### src/rtl/rename_regfile.sv
// Architectural register file with a per-register rename tag table.
// Commits from the reorder buffer write values and release tags. Issue
// renames a destination to a ROB tag. Each decoder lookup returns either
// the committed value or the ROB tag that will produce it. A same-cycle
// commit is forwarded into the lookup.
//
// Ports:
//   clk, rst         clock, synchronous active-high reset
//   rdy              global ready; state holds while low
//   clr              misprediction flush: drop every rename tag
//   issue_*          rename request (rd, ROB tag)
//   commit_*         in-order register commit (rd, value, ROB tag)
//   rs1_*/rs2_*      combinational source lookups (busy, tag, value)
module rename_regfile #(
  parameter int unsigned REG_NUM   = 32,
  parameter int unsigned REG_W     = 5,
  parameter int unsigned DATA_W    = 32,
  parameter int unsigned ROB_POS_W = 4
) (
  input  logic                 clk,
  input  logic                 rst,
  input  logic                 rdy,
  input  logic                 clr,
  input  logic                 issue_en,
  input  logic [REG_W-1:0]     issue_rd,
  input  logic [ROB_POS_W:0]   issue_rob_pos,
  input  logic                 commit_en,
  input  logic [REG_W-1:0]     commit_rd,
  input  logic [DATA_W-1:0]    commit_val,
  input  logic [ROB_POS_W:0]   commit_rob_pos,
  input  logic [REG_W-1:0]     rs1_idx,
  input  logic [REG_W-1:0]     rs2_idx,
  output logic                 rs1_busy,
  output logic                 rs2_busy,
  output logic [ROB_POS_W:0]   rs1_rob_pos,
  output logic [ROB_POS_W:0]   rs2_rob_pos,
  output logic [DATA_W-1:0]    rs1_val,
  output logic [DATA_W-1:0]    rs2_val
);

  localparam int unsigned TAG_W = ROB_POS_W + 1;

  typedef struct packed {
    logic              busy;
    logic [TAG_W-1:0]  tag;
    logic [DATA_W-1:0] val;
  } lookup_t;

  logic [DATA_W-1:0] val_q  [REG_NUM];
  logic              busy_q [REG_NUM];
  logic [TAG_W-1:0]  tag_q  [REG_NUM];

  logic commit_wr;
  logic issue_wr;

  assign commit_wr = commit_en && (commit_rd != '0);
  assign issue_wr  = issue_en && !clr && (issue_rd != '0);

  // State update: rst > hold when !rdy > commit/clr/issue.
  always_ff @(posedge clk) begin
    if (rst) begin
      for (int unsigned i = 0; i < REG_NUM; i++) begin
        val_q[i]  <= '0;
        busy_q[i] <= 1'b0;
        tag_q[i]  <= '0;
      end
    end else if (rdy) begin
      // Commit value lands even under clr (e.g. JALR committing as it flushes).
      if (commit_wr) begin
        val_q[commit_rd] <= commit_val;
        // Release only if this commit is still the youngest rename of rd.
        if (busy_q[commit_rd] && (tag_q[commit_rd] == commit_rob_pos)) begin
          busy_q[commit_rd] <= 1'b0;
          tag_q[commit_rd]  <= '0;
        end
      end
      if (clr) begin
        for (int unsigned i = 0; i < REG_NUM; i++) begin
          busy_q[i] <= 1'b0;
          tag_q[i]  <= '0;
        end
      end else if (issue_wr) begin
        // Later assignment wins over a same-cycle release of the same rd.
        busy_q[issue_rd] <= 1'b1;
        tag_q[issue_rd]  <= issue_rob_pos;
      end
    end
  end

  // One source lookup with commit forwarding.
  function automatic lookup_t do_lookup(input logic [REG_W-1:0] idx);
    lookup_t r;
    r = '0;
    if (idx == '0) begin
      r = '0;
    end else if (!busy_q[idx]) begin
      r.val = val_q[idx];
    end else if (commit_en && (commit_rd == idx) && (commit_rob_pos == tag_q[idx])) begin
      r.val = commit_val;
    end else begin
      r.busy = 1'b1;
      r.tag  = tag_q[idx];
    end
    return r;
  endfunction

  lookup_t rs1_lk;
  lookup_t rs2_lk;

  always_comb begin
    rs1_lk = do_lookup(rs1_idx);
    rs2_lk = do_lookup(rs2_idx);
  end

  assign rs1_busy    = rs1_lk.busy;
  assign rs1_rob_pos = rs1_lk.tag;
  assign rs1_val     = rs1_lk.val;
  assign rs2_busy    = rs2_lk.busy;
  assign rs2_rob_pos = rs2_lk.tag;
  assign rs2_val     = rs2_lk.val;

endmodule

### config.mk
export PLATFORM = sky130hd
export DESIGN_NAME = rename_regfile
export DESIGN_NICKNAME = d
export VERILOG_FILES = /design/src/rtl/rename_regfile.sv
export SDC_FILE = /design/constraint.sdc
export NUM_CORES = 2
export LEC_CHECK = 0
export CAP_MARGIN = 30
export CORE_AREA = 2 2 372 466
export DETAILED_ROUTE_END_ITERATION = 10
export DIE_AREA = 0 0 374 468
export PLACE_DENSITY = 0.57
export SYNTH_ARGS = -nofsm -noshare
export SYNTH_HDL_FRONTEND = slang
export SYNTH_SLANG_ARGS = --single-unit
export TNS_END_PERCENT = 20
### constraint.sdc
create_clock -name clk -period 7.39 [get_ports clk]
set_input_delay 2.217 -clock clk [delete_from_list [all_inputs] [get_ports clk]]
set_output_delay 2.217 -clock clk [all_outputs]
set_load 0.05 [all_outputs]
# --- Word level (Yosys, flattened, before mapping) ---
# Memory sizes are Yosys's and may differ from the RTL's.
# Index checks and enable logic that the tools add are counted.
word_totals:
  mem_bits_rw: 1216
  output_inout_bits: 76
  wordCells: 447
  n_memories: 3
  reg_bits: 0
op_classes:
  n_reduce_logical: 18
  n_mux: 109
  eq_ne: 67
  bitwise: 250
mem_list:
  columns: ["memory", "depth", "word_bits", "rd", "rd_clocked_by_memory_dff", "write_ports", "line_no", "rtl"]
  rows:
  - ["val_q", 32, 32, 2, 0, 32, "49", "logic [DATA_W-1:0] val_q [REG_NUM];"]
  - ["tag_q", 32, 5, 3, 0, 32, "51", "logic [TAG_W-1:0] tag_q [REG_NUM];"]
  - ["busy_q", 32, 1, 3, 0, 32, "50", "logic busy_q [REG_NUM];"]
ops:
  columns: ["operator", "n"]
  rows:
  - ["5-bit == test, second input constant", 62]
  - ["5-bit two-way mux", 39]
  - ["32-bit two-way mux", 5]
  - ["1-bit bitwise AND", 124]
  - ["38-bit two-way mux", 2]
  - ["1-bit OR", 64]
  - ["1-bit inverter", 62]
  - ["1-bit two-way mux", 59]
  - ["32-bit OR reduction", 1]
  - ["5-bit == test", 5]
  - ["6-bit two-way mux", 4]
  - ["5-bit zero test", 2]
  - ["5-bit nonzero test", 2]
  - ["5-bit OR reduction", 2]
  - ["1-bit logical AND", 8]
  - ["1-bit OR reduction", 2]
  - ["1-bit zero test", 1]

# --- Depth between registers and ports, before layout ---
# An unclocked memory read counts as a cell.
depth:
  ltp_word: 41
  depth_mapped: 14
  depth_no_buf: 7

# --- Least setup slack after synthesis ---
# No wires, ideal clock.
synth_path:
  path_kind: "input to output"
  from: "input rs1_idx[0]"
  to: "output rs1_val[10]"
  arrival_ns: 5.329
  required_time_ns: 5.173
  path_buffers: 5
  path_stages: 10
  path_slack_ns: -0.156
  cell_sequence: "buf_4 -> buf_2 -> clkbuf_1 -> buf_2 -> xnor2_1 -> nand3_1 -> a2111oi_4 -> nand4_1 -> buf_2 -> o31ai_1"
synth_via:
  elab_chain_cells: 6
  elab_cells_between_ends: 11
  classes_between: "eq/ne (2); mux (3); reduce/logical (3); memory (3)"
synth_lines:
  columns: ["item", "line_no", "rtl"]
  rows:
  - ["start: declaration", "31", "input logic [REG_W-1:0] rs1_idx,"]
  - ["memory read 32 x 5 bit / 5-bit == test (equally long branches)", null, null]
  - ["5-bit == test / 1-bit logical AND (equally long branches)", "98", "end else if (commit_en && (commit_rd == idx) && (commit_rob_pos == tag_q[idx])) begin"]
  - ["1-bit logical AND", "98", null]
  - ["32-bit two-way mux", "98", null]
  - ["32-bit two-way mux", "96", "end else if (!busy_q[idx]) begin"]
  - ["38-bit two-way mux (*)", "94", "if (idx == '0) begin"]
  - ["end: declaration", "37", "output logic [DATA_W-1:0] rs1_val,"]
# Every way passes the cells marked *; elsewhere a longest branch is shown, timed or not.

# --- Final worst setup path ---
layout_path:
  from: "input rs2_idx[0]"
  to: "output rs2_val[10]"
layout_via:
  elab_chain_cells: 6
  elab_cells_between_ends: 11
  classes_between: "eq/ne (2); mux (3); reduce/logical (3); memory (3)"
layout_lines:
  columns: ["item", "line_no", "rtl"]
  rows:
  - ["start: declaration", "32", "input logic [REG_W-1:0] rs2_idx,"]
  - ["memory read 32 x 5 bit / 5-bit == test (equally long branches)", null, null]
  - ["5-bit == test / 1-bit logical AND (equally long branches)", "98", null]
  - ["1-bit logical AND", "98", null]
  - ["32-bit two-way mux", "98", null]
  - ["32-bit two-way mux", "96", null]
  - ["38-bit two-way mux (*)", "94", null]
  - ["end: declaration", "38", "output logic [DATA_W-1:0] rs2_val"]
# Marks and branches as above.

==> impl_results.md <==
- Status: finished, violations left
- Failing checks: setup timing
- Unique cell type count in the Yosys netlist: 76
- Crit Path Max Fanout: 17
- Worst Skew: between 0.03 and 0.04 ns
- Layout cells sized above 1: 29.4%
- Largest family of logic cells by synthesized area: multiplexers
- Avg Cell Area, Syn: ~14 um2
- Slew Viols, Final: 0
- I/O Buffers: 143
- CTS Buffer Depth: 3
- Xor and xnor area share after synthesis: less than 1%
- Syn Inst Count: 4882
- Num ports: between 100 and 150
- Post-synthesis instance area: 67800 um2
- Max_cap viols: 0
- Worst Hold Slack: 0.485 ns
- Worst reg2reg setup slack: ~3.4 ns
- Largest net degree at the start of global routing: about 150
- Global-route wire length before repair: 380000 um
- Simple-Gate Fraction of Synth Area: 12.1%
- Power Total: 18.3 mW
- Top_reg_cell synth: edfxtp_1
- Layout net count: 5057
- Cell total after placement: 7066
- Commonest cells in the netlist: edfxtp_1, nor3_1, mux4_2
- Post-Synth Adder-Cell Area: 0%
- Synth area leaders: edfxtp_1, mux4_2, nor3_1
- Htree depth: 4
- CTS tree: built
- Post-Layout Inst Area: 79500 um2
- Root Buffer: clkbuf_16
- Die Area: 175000 um2
- Multiplexer share of the synthesized area: between 20% and 30%
- Peak VDD IR: 221 uV
- Register Area: 36200 um2
- Total gr overflow: 0
- Sequential cell area fraction in the yosys report: 53.4%
- Drt total wl: ~270000 um
- Vias in the first global route: 49.7k
- Compound-Gate Fraction of Synth Area: slightly below 5%
- Area leader, netlist: edfxtp_1
- Post-route insts no fill: 7331
- Iter 0 DRT Violations: around 6.8k
- Hold Crit Class: register to register
- Residual DRC count: 0
- YS warnings: 0
- CP Class: input port to primary output
- RSZ-0062 raised after global routing: yes
- Post-synth top area share: 52.4%
- FFs w/ async S/R, synth: 0%
- Worst endpoint required time: 5.17 ns
- WL per Instance: 37.0 um
- CTS clk-pin slew, worst paths: 0.06 ns
- Initial DRT Pass Iterations: 6
- Drt via density: between 6 and 7
- Detailed Place HPWL: 171000 um
- Initial Utilization: roughly 40%
- GPL Wtd Cong: between 1 and 1.5
- EDFF count, synth: ~1.2k
- Detail Route Antenna Nets: 0
- Initial antenna violation count: 9
- Crit end category: primary output
- Final worst setup slack: -0.0378 ns
- Startpoint types: input port
- Final min period: about 7.4 ns
- Most instantiated library cell after synthesis: edfxtp_1
- CP arrival: 5.21 ns
- Worst-margin pin slew: 1.04 ns
- Multi-input combinational cell area: 29700 um2
- Setup TNS Final: -0.180 ns
- DIE WIDTH: 374 um
- Core area: ~170000 um2
- Num Clock Sinks: 1216
- Flip-flop and latch count after synthesis: around 1.2k
- Final setup vio count: 14
- Max Fclk: 135 MHz
- DP Worst Slack: -0.524 ns
- CTS Hold Bufs: 0
- Vias: 49.6k
- Filler cell count: 15.0k
- Final core occ: 46.6%
- Area grow syn2layout: 17.3%
- Die Y: around 470 um
- Area post-placement: between 70000 and 80000 um2
- Number of CTS-inserted buffers: 137
- GRT Util Overall: between 30% and 40%
- Power Density: 231 nW/um2
- Pleak: 25.9 nW
- Period utilization: 101%
- Worst-skew pair later-pin latency: 0.81 ns
- Cell Rows: between 150 and 200
- Final hold violations: 0
- Relative slew slack: between 30% and 40%
==> critical path, cell delays in order <==
cell     delay (ns)
buf_16         0.16
buf_16         0.19
mux4_2         0.59
o22ai_1        0.20
nor4_1         0.11
nor3_2         0.48
xnor2_2        0.13
nor4b_4        0.32
buf_6          0.19
buf_12         0.20
a31o_1         0.23
buf_12         0.15
==> registers in the layout, summed over array words and instances (netlist names) <==
signal  flops
val_q    1024
tag_q     160
busy_q     32
==> path summary, 6_finish.rpt <==
kind | start | end | cells after the start
worst min-delay path | busy_q[1] | busy_q[1] | 2
worst min register to register | busy_q[1] | busy_q[1] | 2
worst max-delay path | rs2_idx[0] | rs2_val[10] | 12
worst max register to register | tag_q[6][4] | tag_q[15][3] | 11
==> logic make-up after synthesis <==
| family | after synthesis |
|---|---|
| AOI/OAI and AO/OA | 468 |
| xor gates and xnor gates | 16 |
| buffers and inverters | 660 |
| DFF | 1216 |
| muxes | 953 |
| other | 1 |
| and+or+nand+nor | 1568 |
==> layout by cell type, fill, tap and decap left out, types with 62 or more instances in the layout <==
| cell | n |
|---|---|
| nor3_1 | 969 |
| mux4_2 | 600 |
| o21ai_0 | 62 |
| clkbuf_16 | 146 |
| a221oi_1 | 64 |
| mux2i_1 | 301 |
| a21oi_1 | 96 |
| buf_4 | 337 |
| buf_12 | 134 |
| nor2_1 | 134 |
| o22ai_1 | 76 |
| edfxtp_1 | 1184 |
| and2_1 | 190 |
==> cell type report <==
cell class	count	area share [%]
clock inverters	70	0.935
flip-flops and latches	1216	45.5
multi-input cells	3042	37.4
clock buffers	173	4.69
diodes	2	0.00629
repair buffers	552	7.73
inverters	40	0.195
well taps	2236	3.52
==> power by group <==
part | switching [mW] | leakage (nW) | internal (mW)
sequential | 0.235 | 11.6 | 7.93
combinational | 1.88 | 12.1 | 1.30
clock | 2.92 | 2.18 | 4.07
total | 5.03 | 25.9 | 13.3
==> layer usage <==
metal | part of all wire, % | GRT usage [%]
met1 | 37 | 39.3
met2 | 47 | 49.1
met3 | 10 | 5.84
met4 | 6.2 | 17.0
met5 | 0.0048 | 0
==> timing repair <==
item,4_1_cts,5_1_grt
buffers inserted,5,12
resized for setup,45,33
endpoints found under the hold margin,0,0
pin swaps,5,4
setup endpoints to repair,76,66
gates cloned,1,2
No activity file was read; power rests on OpenSTA's default activity.
